File: src/rtl/uart_pkg.sv
// Shared UART constants, phase type and divisor calculation used by the baud generator and RX/TX engines.
package uart_pkg;

  localparam int OVERSAMPLE = 16;
  localparam int DIV_W      = 16;
  localparam int FRAC_W     = 4;
  localparam int PHASE_W    = $clog2(OVERSAMPLE);

  typedef logic [PHASE_W-1:0] phase_t;

  typedef struct packed {
    logic [31:0] int_part;
    logic [31:0] frac_part;
  } div_cfg_t;

  // Rounds clk_hz/(baud*os) to the nearest 2^-frac_w; frac_w=0 gives a plain rounded integer divisor.
  function automatic div_cfg_t calc_div(input longint clk_hz, input longint baud,
                                        input longint os, input int frac_w);
    longint denom;
    longint scaled;
    div_cfg_t r;
    denom       = baud * os;
    scaled      = (((clk_hz << (frac_w + 1)) / denom) + 64'sd1) >>> 1;
    r.int_part  = 32'(scaled >>> frac_w);
    r.frac_part = 32'(scaled & ((64'sd1 <<< frac_w) - 64'sd1));
    return r;
  endfunction

endpackage

File: src/rtl/baud_tick_gen.sv
// Baud-rate clock-enable generator: oversample, bit and mid-bit single-cycle enables on sysclk.
// Define BAUD_TICK_FRAC_EN to add the fractional-divisor accumulator.
module baud_tick_gen #(
  parameter int CLK_HZ     = 100_000_000,
  parameter int BAUD       = 9600,
  parameter int OVERSAMPLE = uart_pkg::OVERSAMPLE,
  parameter int DIV_W      = uart_pkg::DIV_W,
  parameter int FRAC_W     = uart_pkg::FRAC_W
) (
  input  logic                          sysclk,
  input  logic                          reset,
  input  logic                          en,
  input  logic                          sync_clr,
  input  logic                          div_load,
  input  logic [DIV_W-1:0]              div_int,
  input  logic [FRAC_W-1:0]             div_frac,
  output logic                          tick_os,
  output logic                          tick_bit,
  output logic                          tick_mid,
  output logic [$clog2(OVERSAMPLE)-1:0] os_phase
);
  import uart_pkg::*;

  localparam int PH_W = $clog2(OVERSAMPLE);

`ifdef BAUD_TICK_FRAC_EN
  localparam div_cfg_t DEF_CFG =
    calc_div(longint'(CLK_HZ), longint'(BAUD), longint'(OVERSAMPLE), FRAC_W);
`else
  localparam div_cfg_t DEF_CFG =
    calc_div(longint'(CLK_HZ), longint'(BAUD), longint'(OVERSAMPLE), 0);
`endif
  localparam logic [DIV_W-1:0] DEF_DIV = DEF_CFG.int_part[DIV_W-1:0];

  logic [DIV_W-1:0] cnt_reg;
  logic [DIV_W-1:0] div_act_reg;
  logic [DIV_W-1:0] shadow_int_reg;
  logic [PH_W-1:0]  phase_reg;
  logic             tick_os_reg;
  logic             tick_bit_reg;
  logic             tick_mid_reg;

  logic [DIV_W-1:0] load_int;
  logic [DIV_W-1:0] eff_int;
  logic             carry;

  // A load arriving on the reload edge itself is used for that reload.
  always_comb begin
    load_int = (div_int < DIV_W'(2)) ? DIV_W'(2) : div_int;
    eff_int  = div_load ? load_int : shadow_int_reg;
  end

`ifdef BAUD_TICK_FRAC_EN
  localparam logic [FRAC_W-1:0] DEF_FRAC = DEF_CFG.frac_part[FRAC_W-1:0];

  logic [FRAC_W-1:0] acc_reg;
  logic [FRAC_W-1:0] frac_act_reg;
  logic [FRAC_W-1:0] shadow_frac_reg;
  logic [FRAC_W-1:0] eff_frac;
  logic [FRAC_W:0]   acc_sum;

  assign eff_frac = div_load ? div_frac : shadow_frac_reg;
  assign acc_sum  = {1'b0, acc_reg} + {1'b0, frac_act_reg};
  assign carry    = acc_sum[FRAC_W];

  always_ff @(posedge sysclk) begin
    if (reset) begin
      acc_reg         <= '0;
      frac_act_reg    <= DEF_FRAC;
      shadow_frac_reg <= DEF_FRAC;
    end else begin
      if (div_load) shadow_frac_reg <= div_frac;
      if (sync_clr) begin
        acc_reg <= '0;
        if (div_load) frac_act_reg <= div_frac;
      end else if (!en) begin
        if (div_load) frac_act_reg <= div_frac;
      end else if (cnt_reg == '0) begin
        acc_reg      <= acc_sum[FRAC_W-1:0];
        frac_act_reg <= eff_frac;
      end
    end
  end
`else
  logic unused_frac;
  assign unused_frac = ^div_frac;
  assign carry       = 1'b0;
`endif

  always_ff @(posedge sysclk) begin
    if (reset) begin
      cnt_reg        <= DEF_DIV - DIV_W'(1);
      div_act_reg    <= DEF_DIV;
      shadow_int_reg <= DEF_DIV;
      phase_reg      <= '0;
      tick_os_reg    <= 1'b0;
      tick_bit_reg   <= 1'b0;
      tick_mid_reg   <= 1'b0;
    end else begin
      tick_os_reg  <= 1'b0;
      tick_bit_reg <= 1'b0;
      tick_mid_reg <= 1'b0;
      if (div_load) shadow_int_reg <= load_int;

      if (sync_clr) begin
        phase_reg <= '0;
        if (div_load) begin
          div_act_reg <= load_int;
          cnt_reg     <= load_int - DIV_W'(1);
        end else begin
          cnt_reg     <= div_act_reg - DIV_W'(1);
        end
      end else if (!en) begin
        // Paused: a new divisor takes effect immediately since no period is in flight.
        if (div_load) begin
          div_act_reg <= load_int;
          cnt_reg     <= load_int - DIV_W'(1);
        end
      end else if (cnt_reg == '0) begin
        div_act_reg  <= eff_int;
        cnt_reg      <= eff_int - DIV_W'(1) + DIV_W'(carry);
        phase_reg    <= phase_reg + PH_W'(1);
        tick_os_reg  <= 1'b1;
        tick_bit_reg <= (phase_reg == PH_W'(OVERSAMPLE - 1));
        tick_mid_reg <= (phase_reg == PH_W'(OVERSAMPLE / 2 - 1));
      end else begin
        cnt_reg <= cnt_reg - DIV_W'(1);
      end
    end
  end

  assign tick_os  = tick_os_reg;
  assign tick_bit = tick_bit_reg;
  assign tick_mid = tick_mid_reg;
  assign os_phase = phase_reg;

endmodule
File: config.mk
export PLATFORM = sky130hd
export DESIGN_NAME = baud_tick_gen
export DESIGN_NICKNAME = d
export VERILOG_FILES = /design/src/rtl/uart_pkg.sv /design/src/rtl/baud_tick_gen.sv
export SDC_FILE = /design/constraint.sdc
export NUM_CORES = 1
export LEC_CHECK = 0
export CAP_MARGIN = 20
export CORE_AREA = 2 2 107 83
export DETAILED_ROUTE_END_ITERATION = 7
export DIE_AREA = 0 0 109 85
export PLACE_DENSITY_LB_ADDON = 0.08
export REMOVE_ABC_BUFFERS = 1
export SETUP_SLACK_MARGIN = 0.1
export SYNTH_ARGS = -nofsm -noshare
export SYNTH_HDL_FRONTEND = slang
export SYNTH_SLANG_ARGS = --single-unit
File: constraint.sdc
create_clock -name sysclk -period 10.6 [get_ports sysclk]
set_clock_uncertainty 0.2 [all_clocks]
set_input_delay 2.12 -clock sysclk [delete_from_list [all_inputs] [get_ports sysclk]]
set_output_delay 2.12 -clock sysclk [all_outputs]
set_load 0.05 [all_outputs]
* Yosys cells after proc, flatten, opt, wreduce, memory -nomap -nowiden
Index checks and enable logic that the tools add are counted.
Word-level totals: output and inout bits 7, bits of input ports 25, register bits after elaboration 55, logic and storage cells 36
Cells by class: reduce and logical (&&, ||, !) cells 6, bitwise logic cells 2, mux-type cells 12, eq/ne operators 3, $add $sub $neg 5, $lt $le $gt $ge 1
Operators by type and width (number):
- $mux W16 | 11
- $sub A16 B1 Y16 const B | 4
- $logic_not A16 Y1 | 1
- $lt A16 B2 Y1 const B | 1
- $add A4 B1 Y4 const B | 1
- $eq A4 B3 Y1 const B | 1
- $eq A4 B4 Y1 const B | 1
- $reduce_or A4 Y1 | 1
- $ne A3 B1 Y1 const B | 1
- $reduce_bool A3 Y1 | 1
- $reduce_or A3 Y1 | 1
- $not A1 Y1 | 2
- $reduce_and A2 Y1 | 1
- $reduce_or A2 Y1 | 1
- $mux W1 | 1

* Logic depth before layout (Yosys ltp)
depth after elaboration 7, gate-level depth with buffers 14, gate-level depth less buffers 12

* Least setup slack after synthesis
No wires, ideal clock.
path kind input port to flip-flop, start input port div_load, end register cnt_reg[14], path slack 5046 ps, arrival time 5238 ps, path buffers 5, cell stages on the path 13, setup time 116 ps, data required time 10284 ps, cell sequence buf_2 buf_2 buf_1 buf_2 clkbuf_1 a21oi_1 a21oi_1 ha_1 inv_1 a311oi_1 nand3_1 or4_1 a31o_2
Between the ends: cells in the longest elaborated chain, start to end 5, elaborated cells on any way between the ends 7, classes of those cells add/sub: 1; mux: 5; reduce/logical: 1
Ends and longest elaborated chain:
- from (decl) | RTL line baud_tick_gen.sv:14 | input logic div_load,
- $mux W16
- $sub A16 B1 Y16 | RTL line baud_tick_gen.sv:121 | cnt_reg <= eff_int - DIV_W'(1) + DIV_W'(carry);
- $mux W16 | RTL line baud_tick_gen.sv:119 | end else if (cnt_reg == '0) begin
- $mux W16 | RTL line baud_tick_gen.sv:113 | end else if (!en) begin
- $mux W16 | RTL line baud_tick_gen.sv:105 | if (sync_clr) begin
- to (signal assigned) | RTL line baud_tick_gen.sv:109 | cnt_reg <= load_int - DIV_W'(1);
- to (signal assigned) | RTL line baud_tick_gen.sv:117 | cnt_reg <= load_int - DIV_W'(1);
- to (signal assigned) | RTL line baud_tick_gen.sv:121
- to (decl) | RTL line baud_tick_gen.sv:35 | logic [DIV_W-1:0] cnt_reg;
Several ways; a longest one is shown, not always the timed one. A chain may end at the register's enable or synchronous reset.

* Worst setup path after layout
start input port div_int[12], end register cnt_reg[14]
Between the ends: cells in the longest elaborated chain, start to end 7, elaborated cells on any way between the ends 10, classes of those cells add/sub: 2; order compare: 1; mux: 7
Ends and longest elaborated chain:
- from (decl) | RTL line baud_tick_gen.sv:15 | input logic [DIV_W-1:0] div_int,
- $lt A16 B2 Y1 | RTL line baud_tick_gen.sv:49 | load_int = (div_int < DIV_W'(2)) ? DIV_W'(2) : div_int;
- $mux W16 (*) | RTL line baud_tick_gen.sv:49
- $mux W16
- $sub A16 B1 Y16 | RTL line baud_tick_gen.sv:121
- $mux W16 | RTL line baud_tick_gen.sv:119
- $mux W16 | RTL line baud_tick_gen.sv:113
- $mux W16 (*) | RTL line baud_tick_gen.sv:105
Mark *: on every way between the ends. The rest lies on a longest branch, timed or not. The select of a mux whose other input is x is not followed.

==> metrics.txt <==
# TYPE chip_impl_metric gauge
chip_impl_info{name="worst_path_max_delay_cell",value="clkdlybuf4s50_1"} 1
chip_impl_metric{name="syn_area",unit="µm²"} 3610
chip_impl_metric{name="nNetsFinal",unit=""} 497
chip_impl_metric{name="syn_to_final_growth",unit="%"} 12.3
chip_impl_metric{name="route.vias.total",unit=""} 3645
chip_impl_metric{name="initialDrtViolationCount",unit=""} 307
chip_impl_metric{name="via_count_of_the_first_global_routing_pass",unit=""} 3336
chip_impl_metric{name="route.final.wire_length",unit="µm"} 11600
chip_impl_metric{name="final-hold-violation-count",unit=""} 0
chip_impl_metric{name="seqCellArea",unit="µm²"} 1100
chip_impl_metric{name="viasPerCell",unit=""} 6.32
chip_impl_metric{name="antenna_violating_nets_post_route",unit=""} 0
chip_impl_metric{name="setup-tns-final",unit="ns"} 0
chip_impl_metric{name="placedInstanceArea",unit="µm²"} 3940
chip_impl_metric{name="grt-ovfl-total",unit=""} 0
chip_impl_metric{name="postLayoutCellArea",unit="µm²"} 4060
chip_impl_metric{name="global_route_wire_length_before_repair",unit="µm"} 18300
chip_impl_metric{name="timing_max_transition_violations_final",unit=""} 0
chip_impl_metric{name="yosysWarningCount",unit=""} 0
chip_impl_info{name="critical_path.startpoint_type",value="input pin"} 1
chip_impl_info{name="top_cell_type_by_total_area_after_synthesis",value="dfxtp_1"} 1
chip_impl_metric{name="coreArea",unit="µm²"} 8240
chip_impl_metric{name="power_frac_clock",unit=""} 0.308
chip_impl_info{name="reg2reg_from",value="cnt_reg[0]$_SDFFE_PP0P_"} 1
chip_impl_info{name="critical_path.most_common_cell",value="nor2_1"} 1
chip_impl_metric{name="yosysTopAreaCellShare",unit=""} 0.305
chip_impl_metric{name="multiInputGateArea",unit="µm²"} 2360
chip_impl_metric{name="final-setup-viol-count",unit=""} 0
chip_impl_metric{name="synthArstFlopShare",unit=""} 0
chip_impl_metric{name="clock-sinks",unit=""} 55
chip_impl_metric{name="i_o_pins",unit=""} 32
chip_impl_metric{name="worstPathArrival",unit="ns"} 5.75
chip_impl_metric{name="post_cts_sizing_count",unit=""} 0
chip_impl_metric{name="p_int",unit="µW"} 341
chip_impl_metric{name="clock_insertion_delay_worst_skew",unit="ns"} 0.33
chip_impl_metric{name="cts_max_level",unit=""} 2
chip_impl_metric{name="hpwl",unit="µm"} 8140
chip_impl_metric{name="cts_buffers",unit=""} 5
chip_impl_metric{name="seq_power_share",unit=""} 0.481
chip_impl_metric{name="finalHoldWorstSlack",unit="ns"} 0.324
chip_impl_metric{name="fmaxAchievable",unit="MHz"} 175
chip_impl_metric{name="final_weighted_congestion_in_routability_driven_placement",unit=""} 0.923
chip_impl_metric{name="cts_max_path_buffers",unit=""} 2
chip_impl_metric{name="period_minus_slack",unit="ns"} 5.72
chip_impl_metric{name="cts_setup_buffers",unit=""} 0
chip_impl_metric{name="initial_utilization",unit=""} 0.439
chip_impl_info{name="worst-setup-path-type",value="input pin to register"} 1
chip_impl_metric{name="power_switching",unit="µW"} 149
chip_impl_info{name="most_numerous_cell_types_in_the_synthesized_netlist",value="nor2_1, dfxtp_1, nor3_1"} 1
chip_impl_metric{name="cts.clk_slew.worst_paths",unit="ns"} 0.10
chip_impl_metric{name="worst_pin_slew",unit="ns"} 1.05
chip_impl_metric{name="groute.layer.met3.usage",unit=""} 0.0737
chip_impl_metric{name="gr_layer_usage_met1",unit=""} 0.382
chip_impl_metric{name="critical_path.max_stage_delay",unit="ns"} 0.55
chip_impl_info{name="synth_most_common_cell",value="nor2_1"} 1
chip_impl_metric{name="routed_wire_length_per_instance",unit="µm"} 20.1
chip_impl_info{name="synth_top_cells_by_area",value="dfxtp_1, nor2_1, xnor2_1, nor3_1, a21oi_1"} 1
chip_impl_info{name="outcome",value="finished, final reports clean"} 1
chip_impl_metric{name="share_of_power_burned_in_combinational_logic",unit=""} 0.211
chip_impl_metric{name="num_antenna_cells",unit=""} 0
chip_impl_metric{name="power.leakage",unit="µW"} 0.00145
chip_impl_metric{name="holdBufCountCts",unit=""} 0
chip_impl_metric{name="detailedRoute.firstPassIterationCount",unit=""} 5
chip_impl_metric{name="synth.lib_cells_used.distinct",unit=""} 65
chip_impl_info{name="hold_path.startpoint",value="div_act_reg[14]$_SDFFE_PP0P_"} 1
chip_impl_metric{name="ir_worst_vdd",unit="µV"} 67.4
chip_impl_metric{name="syn-mean-instance-area",unit="µm²"} 7.94
chip_impl_metric{name="power.share.switching",unit=""} 0.304
chip_impl_metric{name="maxSlewHeadroom",unit=""} 0.293
chip_impl_info{name="rsz_0062_raised_after_global_routing",value="false"} 1
chip_impl_metric{name="synth_seq_cells",unit=""} 55
chip_impl_metric{name="p_per_area",unit="nW/µm²"} 121
chip_impl_metric{name="grt_util_met2",unit=""} 0.376
chip_impl_metric{name="ys_seq_area_frac",unit=""} 0.305
chip_impl_metric{name="synth_enable_flop_cells",unit=""} 0
chip_impl_metric{name="groute.usage.overall",unit=""} 0.261
chip_impl_metric{name="grt_max_degree",unit=""} 63
chip_impl_metric{name="grt_antenna_before_repair",unit=""} 0
chip_impl_metric{name="floorplan.die.width",unit="µm"} 109
chip_impl_metric{name="drcViolationCount",unit=""} 0
chip_impl_info{name="critical_path.cell_chain",value="clkdlybuf4s50_1, nor4_1, nand4_1, o21a_1, a21oi_1, nor2_1, nor2_1, ha_1, inv_1, a311oi_1, nand3_1, or4_1, a31o_2"} 1
chip_impl_metric{name="dieArea",unit="µm²"} 9270
chip_impl_metric{name="crit_required",unit="ns"} 10.63
chip_impl_metric{name="timing.final.crit_share",unit=""} 0.539
chip_impl_metric{name="final_layout_size_suffix_gt1_frac",unit=""} 0.0853
chip_impl_metric{name="die_height",unit="µm"} 85
chip_impl_info{name="cts.root.buffer_cell",value="clkbuf_8"} 1
chip_impl_info{name="worst_setup_path_end_kind",value="register"} 1
chip_impl_info{name="grt_busiest_layer",value="met1"} 1
chip_impl_metric{name="num_rows",unit=""} 29
chip_impl_info{name="hp-class",value="register to register"} 1
chip_impl_info{name="cts_tree",value="yes"} 1
chip_impl_metric{name="io_buffers",unit=""} 27
chip_impl_info{name="worst_setup_startpoint",value="div_int[12]"} 1
chip_impl_metric{name="worst-r2r-setup-slack",unit="ns"} 7.42
chip_impl_info{name="synthFlopType",value="dfxtp_1"} 1
chip_impl_metric{name="cap_violations",unit=""} 0
chip_impl_metric{name="crit_path_max_fanout",unit=""} 6
chip_impl_metric{name="postSynthCellCount",unit=""} 455
chip_impl_metric{name="fillCellCount",unit=""} 829
## routing by layer
| metal | vias to the layer above | routed length, µm |
|---|---|---|
| met2 | 170 | 4910 |
| li1 | 1724 | - |
| met3 | 14 | 1170 |
| met5 | - | 0 |
| met4 | 0 | 143 |
| met1 | 1737 | 5400 |
## power groups by stage
stage               sequential [µW]  clock, µW  combinational, µW
finish                          236        151                103
CTS                             235        154                101
global placement                239          0                100
floorplan                       235          0               62.4
global route                    238        162                113
detailed placement              240          0                101
## logic make-up (layout without fill, tap and decap cells)
group / after synthesis / in the layout / synth area share
AND/OR/NAND/NOR: 180 / 180 / 0.262
AO/OA/AOI/OAI: 131 / 131 / 0.252
multiplexers: 17 / 17 / 0.0492
adder cells (fa/ha/maj): 4 / 4 / 0.0139
buffers and inverters: 37 / 51 / 0.0429
flip-flops: 55 / 55 / 0.305
XOR/XNOR: 31 / 31 / 0.0751
## worst max-delay path, delay by kind of cell
kind,cells,cell delay (ns)
buffers and inverters,2,0.60
and+or+nand+nor,6,1.73
adders and majority gates,1,0.19
AOI/OAI and AO/OA,4,1.11
## area by class of cell
type | instances | area share
clock buffers | 6 | 0.0204
flip-flops and latches | 55 | 0.271
well taps | 108 | 0.0333
inverters | 9 | 0.00833
repair buffers | 34 | 0.0771
multi-input cells | 363 | 0.581
clock inverters | 2 | 0.00863
## metrics by stage
stage                     setup WS (ns)  total power, µW   util  std cells
after floorplan                    5.43              298      -        427
after detailed placement           4.60              340  0.478        569
after CTS                          4.93              491  0.493        577
final                              4.88              490  0.493        577
after global placement             4.55              339  0.478        569
after global routing               4.59              513  0.493        577
## layout by cell type (no fill, tap or decap), types with 9 or more instances in the layout
master	instances
xor2_1	11
nand2_1	22
clkdlybuf4s50_1	25
xnor2_1	20
mux2i_1	11
or3_1	11
o22ai_1	9
nor3_1	29
a221oi_1	10
dfxtp_1	55
o21bai_1	10
a21oi_1	26
nor2_1	58
o21ai_0	16
## final timing paths
kind,end,depth (start not counted)
setup reg to reg,cnt_reg[12]$_SDFFE_PP0P_,12
setup / recovery,cnt_reg[14]$_SDFFE_PP0P_,13
hold reg to reg,div_act_reg[14]$_SDFFE_PP0P_,2
hold / removal,div_act_reg[14]$_SDFFE_PP0P_,2
(Power assumes the default switching activity.)
